`src/rtl/store_narrow_rmw_pkg.sv`:
```
// Shared definitions for the store narrowing unit: access size codes,
// FSM state encoding and the alignment rule used at request acceptance.
package store_narrow_rmw_pkg;

    // Access size codes, shared with the load extender.
    localparam logic [1:0] SZ_BYTE = 2'b00;
    localparam logic [1:0] SZ_HALF = 2'b01;
    localparam logic [1:0] SZ_WORD = 2'b10;
    localparam logic [1:0] SZ_RSVD = 2'b11;

    typedef enum logic [2:0] {
        ST_IDLE = 3'd0,
        ST_RD   = 3'd1,
        ST_MRG  = 3'd2,
        ST_WR   = 3'd3,
        ST_ERR  = 3'd4
    } state_e;

    // A request is legal when its size is defined and its byte address
    // is naturally aligned for that size.
    function automatic logic is_legal(input logic [1:0] size, input logic [1:0] lo);
        logic ok;
        case (size)
            SZ_BYTE: ok = 1'b1;
            SZ_HALF: ok = (lo[0] == 1'b0);
            SZ_WORD: ok = (lo == 2'b00);
            default: ok = 1'b0;
        endcase
        return ok;
    endfunction

endpackage

```
`src/rtl/store_narrow_rmw_if.sv`:
```
// Store request channel plus word-only data memory port.
// The slave modport is the narrowing unit; the master side is the
// MEM stage / data memory.
interface store_narrow_rmw_if #(
    parameter int WADDR_W = 10
);
    import store_narrow_rmw_pkg::*;

    logic               st_valid;
    logic               st_ready;
    logic [31:0]        st_addr;
    logic [31:0]        st_data;
    logic [1:0]         st_size;
    logic               st_done;
    logic               st_err;
    logic [WADDR_W-1:0] mem_addr;
    logic               mem_rden;
    logic [31:0]        mem_rddata;
    logic               mem_wren;
    logic [31:0]        mem_wrdata;

    modport slave (
        input  st_valid, st_addr, st_data, st_size, mem_rddata,
        output st_ready, st_done, st_err, mem_addr, mem_rden, mem_wren, mem_wrdata
    );

    modport master (
        output st_valid, st_addr, st_data, st_size, mem_rddata,
        input  st_ready, st_done, st_err, mem_addr, mem_rden, mem_wren, mem_wrdata
    );

endinterface

```
`src/rtl/store_narrow_rmw_lane_merge.sv`:
```
// Combinational lane merge: replaces the addressed byte or halfword of
// an existing word with the low bits of the new data (little-endian).
// A word-size merge simply passes the new data through.
module store_narrow_rmw_lane_merge
    import store_narrow_rmw_pkg::*;
(
    input  logic [31:0] old_word,
    input  logic [31:0] new_data,
    input  logic [1:0]  size,
    input  logic [1:0]  lane,
    output logic [31:0] merged
);

    // Overlay the selected lane onto the old word; other bits are kept.
    always_comb begin
        merged = old_word;
        case (size)
            SZ_BYTE: begin
                case (lane)
                    2'd0:    merged[7:0]   = new_data[7:0];
                    2'd1:    merged[15:8]  = new_data[7:0];
                    2'd2:    merged[23:16] = new_data[7:0];
                    2'd3:    merged[31:24] = new_data[7:0];
                    default: merged        = old_word;
                endcase
            end
            SZ_HALF: begin
                if (lane[1]) begin
                    merged[31:16] = new_data[15:0];
                end else begin
                    merged[15:0]  = new_data[15:0];
                end
            end
            SZ_WORD: merged = new_data;
            default: merged = old_word;
        endcase
    end

endmodule

```
`src/rtl/store_narrow_rmw.sv`:
```
// Store narrowing unit: accepts SW/SH/SB from the MEM stage and performs
// a read-modify-write on word-only data memory for sub-word stores.
// Every output is a flop loaded from the next state, so nothing reaches
// the memory or the pipeline combinationally from the request inputs.
module store_narrow_rmw
    import store_narrow_rmw_pkg::*;
#(
    parameter int WADDR_W = 10
) (
    input  logic                clk,
    input  logic                reset,
    store_narrow_rmw_if.slave   bus
);

    state_e             state_r;
    state_e             next_s;
    logic               accept_s;
    logic [31:0]        data_r;
    logic [1:0]         size_r;
    logic [1:0]         lane_r;
    logic [31:0]        m_data_s;
    logic [1:0]         m_size_s;
    logic [1:0]         m_lane_s;
    logic [31:0]        merged_s;
    logic               st_ready_r;
    logic               st_done_r;
    logic               st_err_r;
    logic               mem_rden_r;
    logic               mem_wren_r;
    logic [WADDR_W-1:0] mem_addr_r;
    logic [31:0]        mem_wrdata_r;
    logic               unused_addr_s;

    // Address bits above the memory size wrap and are deliberately dropped.
    assign unused_addr_s = ^bus.st_addr[31:WADDR_W+2];

    // Next-state decode; a request is only looked at while idle.
    always_comb begin
        next_s   = state_r;
        accept_s = 1'b0;
        case (state_r)
            ST_IDLE: begin
                if (bus.st_valid) begin
                    accept_s = 1'b1;
                    if (!is_legal(bus.st_size, bus.st_addr[1:0])) begin
                        next_s = ST_ERR;
                    end else if (bus.st_size == SZ_WORD) begin
                        next_s = ST_WR;
                    end else begin
                        next_s = ST_RD;
                    end
                end else begin
                    next_s = ST_IDLE;
                end
            end
            ST_RD:   next_s = ST_MRG;
            ST_MRG:  next_s = ST_WR;
            ST_WR:   next_s = ST_IDLE;
            ST_ERR:  next_s = ST_IDLE;
            default: next_s = ST_IDLE;
        endcase
    end

    // Merge operands: live request for a full word written straight from
    // IDLE, latched request for a sub-word write after the read.
    always_comb begin
        if (state_r == ST_IDLE) begin
            m_data_s = bus.st_data;
            m_size_s = bus.st_size;
            m_lane_s = bus.st_addr[1:0];
        end else begin
            m_data_s = data_r;
            m_size_s = size_r;
            m_lane_s = lane_r;
        end
    end

    store_narrow_rmw_lane_merge u_lane_merge (
        .old_word (bus.mem_rddata),
        .new_data (m_data_s),
        .size     (m_size_s),
        .lane     (m_lane_s),
        .merged   (merged_s)
    );

    // State, request latch and registered outputs.
    always_ff @(posedge clk) begin
        if (!reset) begin
            state_r      <= ST_IDLE;
            data_r       <= 32'h0000_0000;
            size_r       <= 2'b00;
            lane_r       <= 2'b00;
            st_ready_r   <= 1'b1;
            st_done_r    <= 1'b0;
            st_err_r     <= 1'b0;
            mem_rden_r   <= 1'b0;
            mem_wren_r   <= 1'b0;
            mem_addr_r   <= '0;
            mem_wrdata_r <= 32'h0000_0000;
        end else begin
            state_r    <= next_s;
            st_ready_r <= (next_s == ST_IDLE);
            st_done_r  <= (next_s == ST_WR);
            st_err_r   <= (next_s == ST_ERR);
            mem_rden_r <= (next_s == ST_RD);
            mem_wren_r <= (next_s == ST_WR);
            if (accept_s) begin
                data_r <= bus.st_data;
                size_r <= bus.st_size;
                lane_r <= bus.st_addr[1:0];
            end
            // Address only moves for a legal access; it then holds through MRG.
            if (accept_s && (next_s != ST_ERR)) begin
                mem_addr_r <= bus.st_addr[WADDR_W+1:2];
            end
            if (next_s == ST_WR) begin
                mem_wrdata_r <= merged_s;
            end
        end
    end

    assign bus.st_ready   = st_ready_r;
    assign bus.st_done    = st_done_r;
    assign bus.st_err     = st_err_r;
    assign bus.mem_rden   = mem_rden_r;
    assign bus.mem_wren   = mem_wren_r;
    assign bus.mem_addr   = mem_addr_r;
    assign bus.mem_wrdata = mem_wrdata_r;

endmodule

```
`src/flat_wrapper.sv`:
```
// flat-port wrapper written by rule: the top's interface ports become plain ports
module store_narrow_rmw_flat import store_narrow_rmw_pkg::*;
#(
    parameter int WADDR_W = 10
)
  (clk, reset, bus_st_valid, bus_st_addr, bus_st_data, bus_st_size, bus_mem_rddata, bus_st_ready, bus_st_done, bus_st_err, bus_mem_addr, bus_mem_rden, bus_mem_wren, bus_mem_wrdata);
  store_narrow_rmw_if #(.WADDR_W(WADDR_W)) bus_i ();
  input  logic clk;
  input  logic reset;
  input wire logic [$bits(bus_i.st_valid)-1:0] bus_st_valid;
  input wire logic [$bits(bus_i.st_addr)-1:0] bus_st_addr;
  input wire logic [$bits(bus_i.st_data)-1:0] bus_st_data;
  input wire logic [$bits(bus_i.st_size)-1:0] bus_st_size;
  input wire logic [$bits(bus_i.mem_rddata)-1:0] bus_mem_rddata;
  output wire logic [$bits(bus_i.st_ready)-1:0] bus_st_ready;
  output wire logic [$bits(bus_i.st_done)-1:0] bus_st_done;
  output wire logic [$bits(bus_i.st_err)-1:0] bus_st_err;
  output wire logic [$bits(bus_i.mem_addr)-1:0] bus_mem_addr;
  output wire logic [$bits(bus_i.mem_rden)-1:0] bus_mem_rden;
  output wire logic [$bits(bus_i.mem_wren)-1:0] bus_mem_wren;
  output wire logic [$bits(bus_i.mem_wrdata)-1:0] bus_mem_wrdata;
  assign bus_i.st_valid = bus_st_valid;
  assign bus_i.st_addr = bus_st_addr;
  assign bus_i.st_data = bus_st_data;
  assign bus_i.st_size = bus_st_size;
  assign bus_i.mem_rddata = bus_mem_rddata;
  assign bus_st_ready = bus_i.st_ready;
  assign bus_st_done = bus_i.st_done;
  assign bus_st_err = bus_i.st_err;
  assign bus_mem_addr = bus_i.mem_addr;
  assign bus_mem_rden = bus_i.mem_rden;
  assign bus_mem_wren = bus_i.mem_wren;
  assign bus_mem_wrdata = bus_i.mem_wrdata;
  store_narrow_rmw #(.WADDR_W(WADDR_W)) u_core (.clk(clk), .reset(reset), .bus(bus_i));
endmodule
```
`config.mk`:
```
export PLATFORM = sky130hd
export DESIGN_NAME = store_narrow_rmw_flat
export DESIGN_NICKNAME = d
export VERILOG_FILES = /design/src/rtl/store_narrow_rmw_pkg.sv /design/src/rtl/store_narrow_rmw_if.sv /design/src/rtl/store_narrow_rmw_lane_merge.sv /design/src/rtl/store_narrow_rmw.sv /design/src/flat_wrapper.sv
export SDC_FILE = /design/constraint.sdc
export NUM_CORES = 1
export LEC_CHECK = 0
export BUFFER_PORTS_ARGS = -buffer_cell sky130_fd_sc_hd__buf_2
export CAP_MARGIN = 20
export CORE_MARGIN = 2
export CORE_UTILIZATION = 42
export CTS_CLUSTER_DIAMETER = 100
export DETAILED_ROUTE_END_ITERATION = 12
export PLACE_DENSITY = 0.65
export SLEW_MARGIN = 20
export SYNTH_ARGS = -nofsm -noshare
export SYNTH_HDL_FRONTEND = slang
export SYNTH_SLANG_ARGS = --single-unit
```
`constraint.sdc`:
```
create_clock -name clk -period 2.7 [get_ports clk]
set_input_delay 0.54 -clock clk [delete_from_list [all_inputs] [get_ports clk]]
set_output_delay 0.54 -clock clk [all_outputs]
set_load 0.02 [all_outputs]
```
**Word-level counts from Yosys, hierarchy flattened**

Index checks and enable logic that the tools add are counted.

- Register bits after elaboration: 85
- Output and inout bits: 47
- Logic and storage cells: 50
- Input bits: 101

- Equal/unequal tests: 13
- Multiplexer cells: 19
- Bitwise gates (word level): 1
- Reduce and logical (&&, ||, !) cells: 7

Operators with widths:

| operator | number |
|---|---|
| 32-bit one-hot mux with 3 select lines | 1 |
| 16-bit 2-to-1 mux | 2 |
| 32-bit 2-to-1 mux | 1 |
| 8-bit 2-to-1 mux | 4 |
| 3-bit one-hot mux with 3 select lines | 1 |
| 2-bit equality test, second input constant | 4 |
| 2-bit logical NOT | 4 |
| 2-bit by 1-bit equality test with 1-bit output, second input constant | 3 |
| 3-bit by 1-bit equality test with 1-bit output, second input constant | 2 |
| 3-bit by 2-bit equality test with 1-bit output, second input constant | 2 |
| 3-bit logical NOT | 2 |
| 2-bit 2-to-1 mux | 3 |
| 3-bit 2-to-1 mux | 2 |
| 1-bit 2-to-1 mux | 4 |
| 3-bit equality test, second input constant | 1 |
| 3-bit inequality test, second input constant | 1 |
| 1-bit one-hot mux with 3 select lines | 1 |
| 1-bit logical AND | 1 |
| 1-bit inverter | 1 |

**Depth between registers and ports, before layout**

Gate-level depths: netlist of the first run.

- Depth in word-level cells: 9
- Mapped depth: 9
- Depth with buffers taken out: 5

**Hierarchy**

Synthesis of the first run repeated with hierarchy kept, for this count alone.

- Cells, all modules: 549
- Area, all modules: 4981.0 um2

Modules (own cells, without submodules):

| module | cells an instance | sequential area each (um2) | instances | area an instance (um2) |
|---|---|---|---|---|
| store_narrow_rmw | 407 | 1701.6 | 1 | 3908.7 |
| store_narrow_rmw_lane_merge | 142 | 0.0 | 1 | 1072.3 |

**Worst setup path after synthesis of the first run**

No wires, ideal clock.

- Path kind: input to register
- Start: in bus_st_addr[1]
- End: reg u_core.mem_wrdata_r[25], in the netlist u_core.bus.mem_wrdata[25]
- Path buffers: 1
- Slack: 0.687 ns
- Cell stages on the path: 6
- Required time: 2.574 ns
- Data arrival time: 1.887 ns
- Setup time: 0.126 ns
- Path through: or3b_1 > o41a_1 > clkbuf_1 > or3_1 > o211ai_1 > a31oi_1

- Word-level cells in the longest chain between the ends: 8
- Elaborated cells between the ends (all ways): 13
- Classes of those cells: 2 x eq/ne; 10 x mux; 1 x reduce/logical

RTL lines:

| item | line | RTL |
|---|---|---|
| from (decl) | flat_wrapper.sv:11 | `input wire logic [$bits(bus_i.st_addr)-1:0] bus_st_addr;` |
| 2-bit logical NOT | store_narrow_rmw_pkg.sv:26 | `SZ_WORD: ok = (lo == 2'b00);` |
| 1-bit one-hot mux with 3 select lines | store_narrow_rmw_pkg.sv:23 | `case (size)` |
| 1-bit 2-to-1 mux | store_narrow_rmw.sv:43 | `if (bus.st_valid) begin` |
| 1-bit 2-to-1 mux | store_narrow_rmw.sv:41 | `case (state_r)` |
| 3-bit 2-to-1 mux | store_narrow_rmw.sv:45 | `if (!is_legal(bus.st_size, bus.st_addr[1:0])) begin` |
| 3-bit 2-to-1 mux | store_narrow_rmw.sv:43 |  |
| 3-bit one-hot mux with 3 select lines | store_narrow_rmw.sv:41 |  |
| 3-bit by 2-bit equality test with 1-bit output | store_narrow_rmw.sv:116 | `if (next_s == ST_WR) begin` |
| to (signal assigned) | store_narrow_rmw.sv:117 | `mem_wrdata_r <= merged_s;` |
| to (decl) | store_narrow_rmw.sv:31 | `logic [31:0] mem_wrdata_r;` |

Several ways; a longest one is shown, not always the timed one. The select of a mux whose other input is x is not followed.
A chain may end at the register's enable or synchronous reset.

**Worst setup path in the final report of the first run**

- Start: reg u_core.state_r[0]
- End: reg u_core.mem_wrdata_r[4], in the netlist u_core.bus.mem_wrdata[4]

- Word-level cells in the longest chain between the ends: 5
- Elaborated cells between the ends (all ways): 15
- Classes of those cells: 5 x eq/ne; 7 x mux; 3 x reduce/logical

RTL lines:

| item | line | RTL |
|---|---|---|
| from (decl) | store_narrow_rmw.sv:15 | `state_e state_r;` |
| from (signal assigned) | store_narrow_rmw.sv:101 | `state_r <= next_s;` |
| 3-bit logical NOT | store_narrow_rmw.sv:41, store_narrow_rmw.sv:67 |  |
| 2-bit 2-to-1 mux | store_narrow_rmw.sv:67 | `if (state_r == ST_IDLE) begin` |
| 2-bit logical NOT | store_narrow_rmw_lane_merge.sv:19 | `case (lane)` |
| 8-bit 2-to-1 mux | store_narrow_rmw_lane_merge.sv:19 |  |
| 32-bit one-hot mux with 3 select lines | store_narrow_rmw_lane_merge.sv:17 | `case (size)` |

Several ways; a longest one is shown, not always the timed one.

==> impl_metrics.py, run 1 <==
metrics = {
    "synthesis": {
        "yosysSeqAreaShare_pct": 35.1,
        "synth_area_leaders": "dfxtp_1 (35%), nand2_1 (9.5%), o21ai_0 (5.9%)",
        "synth_top_area_share_pct": 35.1,
        "yosysTopAreaCell": "dfxtp_1",
        "synth_common_cells": "nand2_1 (123), dfxtp_1 (85), o21ai_0 (57)",
        "synth_edf_count": 0,
        "netlist_area_um2": 4850,
        "synth_ff_type": "dfxtp_1",
        "syn_nets": 727,
        "postSynthCellCount": 626,
        "avgSynthCellArea_um2": 7.75,
        "synth_seq_cells": 85,
        "yosysUniqueCellTypes": 49,
        "async_reset_ff_share_pct": 0,
        "yosys_warnings": 0,
        "yosysMostFrequentCell": "nand2_1",
    },
    "power_and_ir_drop": {
        "peakVddDrop_v": 0.000415,
        "p_sw_share_pct": 35.2,
        "power.density_nw_per_um2": 619,
        "p_clk_share_pct": 31.0,
        "pwr-share-seq_pct": 39.6,
        "p_comb_share_pct": 29.5,
        "total_power_mw": 3.68,
        "p_leak_nw": 2.51,
        "intPower_mw": 2.39,
        "power_switching_mw": 1.30,
    },
    "sta": {
        "whs_ns": 0.409,
        "layout_min_cycle_time_ns": 2.44,
        "rsz0062_at_grt": "false",
        "setup_tns_ns": 0,
        "slew_headroom_pct": 44.9,
        "fin_crit_sh_pct": 90.4,
        "timing_hold_violations_final": 0,
        "skew_ns": 0.00975,
        "tightestPinTransition_ns": 0.827,
        "fmax_mhz": 410,
        "setup_viol": 0,
        "drv_slew": 0,
    },
    "routing": {
        "met3_length_um": 1250,
        "routed.top_layer": "met4",
        "dr.pass1.iters": 6,
        "vias": 5276,
        "first_iter_violations": 523,
        "drc": 0,
        "avgRoutedWirePerCell_um": 17.9,
        "drt-met1-wl_um": 7070,
        "routed_wl_um": 15900,
        "postRouteAntennaNets": 0,
        "wl_met2_um": 7160,
        "vias_per_cell": 5.95,
    },
    "setup_path": {
        "cp-end-kind": "register",
        "crit_path_start_kind": "register",
        "r2r_slack_ns": 0.26,
        "crit_path_cell_trace": "or3_1 > buf_4 > mux2i_2 > nand2b_1 > o211ai_2",
        "crit_buf_inv": 1,
        "crit_family": "simple AND/OR/NAND/NOR gates",
        "cp_data_arrival_time_ns": 2.72,
        "slowest_delay_ns": 0.52,
        "critPathMaxFanout": 14,
        "critPathKind": "reg -> reg",
        "critical-path-slowest-cell": "dfxtp_1",
        "required_ns": 2.98,
    },
    "floorplan": {
        "core-area_um2": 11300,
        "start_util_pct": 42.8,
        "die_width_um": 111,
        "dieArea_um2": 12400,
        "num_io_pins": 148,
        "die_y_um": 111,
        "num_rows": 39,
    },
    "cells_and_area": {
        "final_layout_size_suffix_gt1_share_pct": 25.1,
        "utilization_pct": 52.6,
        "nNetsFinal": 838,
        "area_growth_syn_to_layout_pct": 22.7,
    },
    "global_routing": {
        "track_usage_pct": 25.3,
        "grt_max_degree": 59,
        "grt_pass1_vias": 4862,
        "grt_pass1_wl_um": 25600,
        "grt_antenna_before_repair": 1,
        "grt_overflow": 0,
    },
    "status": {
        "status": "completed",
    },
    "clocking": {
        "clkSinkCount": 85,
        "htree_levels": 3,
        "cts_tree": "built",
        "clockRootBuffer": "clkbuf_16",
        "post_cts_buffers": 0,
        "clockBufferDepth": 2,
        "clkTransAtPathRegs_ns": 0.07,
        "clkLatencyLatePin_ns": 0.35,
        "cts_buffers": 9,
    },
    "placed_design": {
        "dpl.hpwl_um": 11500,
        "gp_congestion": 0.967,
        "port_buffers": 127,
    },
    "min_path": {
        "min_path_type": "in -> reg",
    },
    "job": {
        "drv_cap": 0,
    },
}
-- state kept, by name, summed over array words and instances, names as in the netlist, 2 cells and up --
name	cells
u_core.bus.mem_wrdata	32
u_core.data_r	32
u_core.bus.mem_addr	10
u_core.state_r	3
u_core.lane_r	2
u_core.size_r	2
-- kinds of logic after synthesis --
family                 count (synthesis)  synth area share, %
buffers and inverters                 58                 5.21
multiplexers                          22                 4.57
AO/OA/AOI/OAI                        232                 33.3
flip-flops                            85                 35.1
AND/OR/NAND/NOR                      229                 21.9
-- worst register-to-register path, stage by stage, from the launching register on --
cell and delay (ns):
dfxtp_1 0.52, or3_1 0.47, buf_4 0.30, mux2i_2 0.42, nand2b_1 0.38, o211ai_2 0.27
-- per-stage QoR --
| step | setup slack [ns] | std cells | instance area (um2) |
|---|---|---|---|
| after CTS | 0.129 | 885 | 5940 |
| after global routing | 0.0856 | 886 | 5950 |
| final | 0.259 | 886 | 5950 |
| after floorplan | 0.687 | 626 | 4850 |
| after global placement | 0.257 | 869 | 5670 |
| after detailed placement | 0.159 | 869 | 5670 |
-- timing repair --
action	4_1_cts	5_1_grt
resized for setup	0	1
hold buffers	0	0
endpoints found under the setup margin	0	8
hold endpoints to repair	0	0
-- final timing paths --
path                                  startpoint                                endpoint  cells after the start
hold reg to reg   u_core.data_r[19]$_SDFFE_PN0P_          u_core.data_r[19]$_SDFFE_PN0P_                      2
setup reg to reg    u_core.state_r[0]$_SDFF_PN0_   u_core.bus.mem_wrdata[4]$_SDFFE_PN0N_                      5
setup / recovery    u_core.state_r[0]$_SDFF_PN0_   u_core.bus.mem_wrdata[4]$_SDFFE_PN0N_                      5
hold / removal                bus_mem_rddata[10]  u_core.bus.mem_wrdata[10]$_SDFFE_PN0N_                      3
-- area by class of cell --
type | instances | area, um2
Sequential cell | 85 | 1700
Inverter | 2 | 7.51
Clock inverter | 5 | 37.5
Timing Repair Buffer | 156 | 878
Antenna cell | 1 | 2.50
Clock buffer | 11 | 233
Tap cell | 143 | 179
Fill cell | 1087 | 5370
Multi-Input combinational cell | 483 | 2910
-- cell usage in the layout (no fill, tap or decap), types with 17 or more instances in the layout --
cell      instances
buf_2           127
nand3_1          35
dfxtp_1          85
buf_4            27
nand2_1         123
a21oi_1          25
o21ai_0          57
o211ai_1         35
mux2i_1          20
a21boi_0         37
nor2b_1          19
nor2_1           17
-- power by group through the flow --
stage                     Clock, mW  Sequential, mW  Combinational (mW)
after floorplan                   0            1.53               0.636
after global placement            0            1.47                1.05
after detailed placement          0            1.48                1.07
after CTS                      1.16            1.45                1.07
after global routing           1.22            1.47                1.18
final                          1.14            1.46                1.09
-- routing by layer --
metal	global-route usage [%]	vias to the layer above
li1	-	2518
met1	34.4	2482
met2	39.6	256
met3	5.44	20
met4	9.71	0
met5	0	-
(Power assumes the default switching activity.)
==> inputs of run 2 (changes only) <==
--- a/config.mk
+++ b/config.mk
@@ -7,12 +7,12 @@
 export LEC_CHECK = 0
 export BUFFER_PORTS_ARGS = -buffer_cell sky130_fd_sc_hd__buf_2
 export CAP_MARGIN = 20
-export CORE_MARGIN = 2
-export CORE_UTILIZATION = 42
+export CORE_UTILIZATION = 40
 export CTS_CLUSTER_DIAMETER = 100
 export DETAILED_ROUTE_END_ITERATION = 12
-export PLACE_DENSITY = 0.65
+export PLACE_DENSITY = 0.62
 export SLEW_MARGIN = 20
 export SYNTH_ARGS = -nofsm -noshare
 export SYNTH_HDL_FRONTEND = slang
+export SYNTH_HIERARCHICAL = 1
 export SYNTH_SLANG_ARGS = --single-unit
==> impl_metrics.py, run 2 <==
metrics = {
    "floorplan": {
        "num_io_pins": 148,
        "die_y_um": 114,
        "dieArea_um2": 12900,
        "start_util_pct": 41.3,
        "die_width_um": 114,
        "core-area_um2": 12100,
        "num_rows": 40,
    },
    "sta": {
        "fmax_mhz": 393,
        "drv_slew": 0,
        "timing_hold_violations_final": 0,
        "setup_viol": 0,
        "tightestPinTransition_ns": 0.697,
        "worst_slack_ns": 0.158,
        "fin_crit_sh_pct": 94.2,
        "setup_tns_ns": 0,
        "layout_min_cycle_time_ns": 2.54,
        "slew_headroom_pct": 53.5,
        "rsz0062_at_grt": "false",
        "skew_ns": 0.00652,
    },
    "cells_and_area": {
        "nNetsFinal": 756,
        "area_growth_syn_to_layout_pct": 19.4,
        "antennaDiodeCount": 0,
        "layout_common_cells": "nand2_1 (139), buf_2 (126), dfxtp_1 (85)",
        "mostFrequentLayoutCell": "nand2_1",
        "final_layout_size_suffix_gt1_share_pct": 33.5,
        "finalNonFillerCells": 828,
    },
    "global_routing": {
        "grt_max_degree": 78,
        "grt_pass1_wl_um": 20600,
        "grt_pass1_vias": 4075,
        "grt_antenna_before_repair": 0,
        "grt_overflow": 0,
        "track_usage_pct": 20.8,
    },
    "routing": {
        "dr.pass1.iters": 5,
        "avgRoutedWirePerCell_um": 15.8,
        "vias": 4275,
        "routed.top_layer": "met4",
        "postRouteAntennaNets": 0,
        "first_iter_violations": 277,
        "drt-met1-wl_um": 5720,
        "routed_wl_um": 13000,
        "wl_met2_um": 6140,
        "met3_length_um": 898,
        "vias_per_cell": 5.16,
        "drc": 0,
    },
    "synthesis": {
        "synth_ff_type": "dfxtp_1",
        "async_reset_ff_share_pct": 0,
        "netlist_area_um2": 4980,
        "synth_area_leaders": "dfxtp_1 (34%), nand2_1 (10%), mux2i_1 (10%)",
        "postSynthCellCount": 549,
        "synth_edf_count": 0,
        "yosysUniqueCellTypes": 50,
        "synth_common_cells": "nand2_1 (139), dfxtp_1 (85), mux2i_1 (51)",
        "syn_nets": 650,
        "yosysSeqAreaShare_pct": 34.2,
        "avgSynthCellArea_um2": 9.07,
        "synth_top_area_share_pct": 34.2,
        "yosysMostFrequentCell": "nand2_1",
        "yosys_warnings": 6,
        "yosysTopAreaCell": "dfxtp_1",
        "synth_seq_cells": 85,
    },
    "clocking": {
        "hold_buffers": 0,
        "cts_tree": "built",
        "clockRootBuffer": "clkbuf_16",
        "cts_buffers": 9,
        "clkTransAtPathRegs_ns": 0.06,
        "clkSinkCount": 85,
        "clockBufferDepth": 2,
        "cts_resized": 0,
        "htree_levels": 3,
        "post_cts_buffers": 0,
        "clkLatencyLatePin_ns": 0.34,
    },
    "setup_path": {
        "required_ns": 2.97,
        "critPathKind": "reg -> reg",
        "critPathMaxFanout": 11,
        "crit_path_start_kind": "register",
        "cp-end-kind": "register",
        "cp_data_arrival_time_ns": 2.82,
    },
    "placed_design": {
        "dp_cells": 812,
        "gp_congestion": 0.855,
        "dpl.hpwl_um": 9370,
        "pre_cts_slack_ns": 0.221,
        "port_buffers": 127,
    },
    "status": {
        "status": "completed",
    },
    "power_and_ir_drop": {
        "p_leak_nw": 2.72,
        "peakVddDrop_v": 0.000355,
        "power.density_nw_per_um2": 676,
    },
    "min_path": {
        "min_path_type": "in -> reg",
    },
    "job": {
        "drv_cap": 0,
    },
}
-- run 2: worst max-delay path, cell delays in order, from the launching register on --
cell and delay, ns:
dfxtp_1 0.40, nor3_4 0.34, mux2_2 0.49, inv_1 0.36
nand2_1 0.32, o22ai_1 0.35, nand2_1 0.08, mux2i_1 0.13
-- run 2: kinds of logic after synthesis --
logic type / share of synthesized area, %
buffers and inverters: 6.35
flip-flops: 34.2
XOR/XNOR: 0.176
AND/OR/NAND/NOR: 20.9
AO/OA/AOI/OAI: 18.2
multiplexers: 20.2
-- run 2: report_power, final --
| part | switching, mW | internal [mW] |
|---|---|---|
| clock network | 0.496 | 0.716 |
| logic | 0.799 | 0.580 |
| registers | 0.0609 | 1.37 |
| total | 1.36 | 2.66 |
-- run 2: per-layer routing --
metal / track usage, % / vias up
met2: 34.4 / 151
met4: 7.81 / 0
met3: 5.21 / 23
met5: 0 / -
met1: 26.1 / 1974
li1: - / 2127
-- run 2: area by class of cell --
type / count / area (um2)
Multi-Input combinational cell: 416 / 2960
Tap cell: 168 / 210
Timing Repair Buffer: 141 / 781
Clock buffer: 12 / 236
Fill cell: 1175 / 6110
Clock inverter: 4 / 48.8
Inverter: 2 / 7.51
Sequential cell: 85 / 1700
-- run 2: per-stage QoR --
step | cell area [um2] | total power [mW] | util, % | hold slack, ns
2_1_floorplan | 4980 | 2.51 | - | 0.431
3_3_place_gp | 5660 | 2.81 | 47.0 | 0.436
3_5_place_dp | 5660 | 2.84 | 47.0 | 0.444
4_1_cts | 5950 | 4.06 | 49.3 | 0.420
5_1_grt | 5950 | 4.24 | 49.3 | 0.430
6_report | 5950 | 4.02 | 49.3 | 0.433
-- run 2: path summary, 6_finish.rpt --
check | startpoint | end | slack (ns) | depth (start not counted)
worst min-delay path | bus_st_addr[10] | u_core/bus.mem_addr[8]$_SDFFE_PN0P_ | 0.43 | 3
worst min register to register | u_core/data_r[16]$_SDFFE_PN0P_ | u_core/data_r[16]$_SDFFE_PN0P_ | 0.45 | 2
worst max register to register | u_core/state_r[1]$_SDFF_PN0_ | u_core/bus.mem_wrdata[27]$_SDFFE_PN0N_ | 0.16 | 7
worst max-delay path | u_core/state_r[1]$_SDFF_PN0_ | u_core/bus.mem_wrdata[27]$_SDFFE_PN0N_ | 0.16 | 7
==> inputs of run 3 (changes only) <==
--- a/config.mk
+++ b/config.mk
@@ -11,6 +11,7 @@
 export CTS_CLUSTER_DIAMETER = 100
 export DETAILED_ROUTE_END_ITERATION = 12
 export PLACE_DENSITY = 0.62
+export RECOVER_POWER = 50
 export SLEW_MARGIN = 20
 export SYNTH_ARGS = -nofsm -noshare
 export SYNTH_HDL_FRONTEND = slang
==> impl_metrics.py, run 3 (synthesis gave the netlist of run 2 again) <==
metrics = {
    "status": {
        "status": "completed",
    },
    "sta": {
        "whs_ns": 0.433,
        "timing_hold_violations_final": 0,
        "layout_min_cycle_time_ns": 2.51,
        "slew_headroom_pct": 50.0,
        "setup_tns_ns": 0,
        "skew_ns": 0.00633,
        "setup_viol": 0,
        "fmax_mhz": 398,
        "drv_slew": 0,
        "tightestPinTransition_ns": 0.750,
        "rsz0062_at_grt": "false",
        "fin_crit_sh_pct": 92.9,
    },
    "global_routing": {
        "grt_pass1_vias": 4075,
        "grt_pass1_wl_um": 20600,
        "grt_overflow": 0,
        "grt_max_degree": 78,
        "track_usage_pct": 20.8,
        "grt_antenna_before_repair": 0,
    },
    "setup_path": {
        "critPathKind": "reg -> reg",
        "r2r_start": "u_core/state_r[1]$_SDFF_PN0_",
        "cp_data_arrival_time_ns": 2.78,
        "cp-end-kind": "register",
        "required_ns": 2.97,
        "critPathMaxFanout": 11,
        "setup.worst_path.start": "u_core/state_r[1]$_SDFF_PN0_",
        "slowest_delay_ns": 0.49,
        "critical-path-slowest-cell": "mux2_2",
        "crit_path_start_kind": "register",
        "crit_path_cell_trace": "nor3_4 > mux2_2 > inv_1 > nand2_1 > o22ai_1 > nand2_1 > mux2i_1",
        "crit_top_cell": "nand2_1",
    },
    "cells_and_area": {
        "nNetsFinal": 756,
        "mostFrequentLayoutCell": "nand2_1",
        "layout_common_cells": "nand2_1 (139), dfxtp_1 (85), buf_2 (79)",
        "n_fill_cell": 1212,
        "area_growth_syn_to_layout_pct": 18.1,
        "antennaDiodeCount": 0,
        "final_layout_size_suffix_gt1_share_pct": 26.1,
    },
    "power_and_ir_drop": {
        "peakVddDrop_v": 0.000348,
        "power.density_nw_per_um2": 680,
        "p_leak_nw": 2.51,
        "total_power_mw": 4.00,
    },
    "min_path": {
        "worstHoldStart": "bus_st_addr[10]",
        "min_path_type": "in -> reg",
    },
    "routing": {
        "dr.pass1.iters": 5,
        "vias": 4257,
        "first_iter_violations": 285,
        "routed_wl_um": 13000,
        "avgRoutedWirePerCell_um": 15.7,
        "vias_per_cell": 5.14,
        "postRouteAntennaNets": 0,
        "drc": 0,
    },
    "floorplan": {
        "num_rows": 40,
        "die_width_um": 114,
        "core-area_um2": 12100,
        "num_io_pins": 148,
        "dieArea_um2": 12900,
        "die_y_um": 114,
        "start_util_pct": 41.3,
    },
    "placed_design": {
        "port_buffers": 127,
        "dpl.hpwl_um": 9370,
        "gp_congestion": 0.855,
    },
    "clocking": {
        "cts_buffers": 9,
        "cts_tree": "built",
        "clkSinkCount": 85,
        "clockBufferDepth": 2,
        "hold_buffers": 0,
        "htree_levels": 3,
        "clockRootBuffer": "clkbuf_16",
        "clkLatencyLatePin_ns": 0.34,
        "post_cts_buffers": 0,
        "cts_resized": 0,
        "clkTransAtPathRegs_ns": 0.06,
    },
    "job": {
        "drv_cap": 0,
    },
}
run 3: changes by cell type in the layout (fill, tap and decap cells not counted):
| cell | delta |
|---|---|
| a21boi_0 | +4 |
| a21boi_1 | -4 |
| buf_2 | -47 |
| buf_4 | -2 |
| clkbuf_1 | +49 |
run 3: area by class of cell:
class	count	area, um2	area share [%]
repair buffers	141	714	12.1
well taps	168	210	3.57
clock inverters	4	48.8	0.830
flip-flops and latches	85	1700	28.9
inverters	2	7.51	0.128
clock buffers	12	236	4.02
multi-input cells	416	2960	50.4
run 3: worst max-delay path, delay by kind of cell (launching register included):
kind | cells | cell delay, ns
compound gates | 1 | 0.34
buf+inv | 1 | 0.35
flops | 1 | 0.40
mux | 2 | 0.62
simple gates | 3 | 0.74
run 3: layer usage:
layer	wire [um]	vias to the layer above	GRT usage [%]
li1	-	2127	-
met1	5790	1967	26.1
met2	6120	144	34.4
met3	846	19	5.21
met4	262	0	7.81
met5	0	-	0
run 3: path summary, 6_finish.rpt:
kind              cells after the start  slack [ns]                                      to
setup reg to reg                      7        0.19  u_core/bus.mem_wrdata[27]$_SDFFE_PN0N_
hold reg to reg                       2        0.45           u_core/data_r[9]$_SDFFE_PN0P_
setup / recovery                      7        0.19  u_core/bus.mem_wrdata[27]$_SDFFE_PN0N_
hold / removal                        3        0.43     u_core/bus.mem_addr[8]$_SDFFE_PN0P_
run 3: per-stage QoR:
step / setup slack [ns] / std cells / instance area [um2] / util (%)
finish: 0.190 / 828 / 5880 / 48.8
global route: 0.0267 / 828 / 5880 / 48.8
CTS: 0.215 / 828 / 5950 / 49.3
detailed placement: 0.221 / 812 / 5660 / 47.0
global placement: 0.269 / 812 / 5660 / 47.0
floorplan: 0.389 / 549 / 4980 / -
run 3: power breakdown:
part / switching [mW] / internal [mW] / leakage, nW
combinational: 0.799 / 0.559 / 1.67
clock: 0.496 / 0.716 / 0.141
sequential: 0.0624 / 1.37 / 0.694
total: 1.36 / 2.64 / 2.51
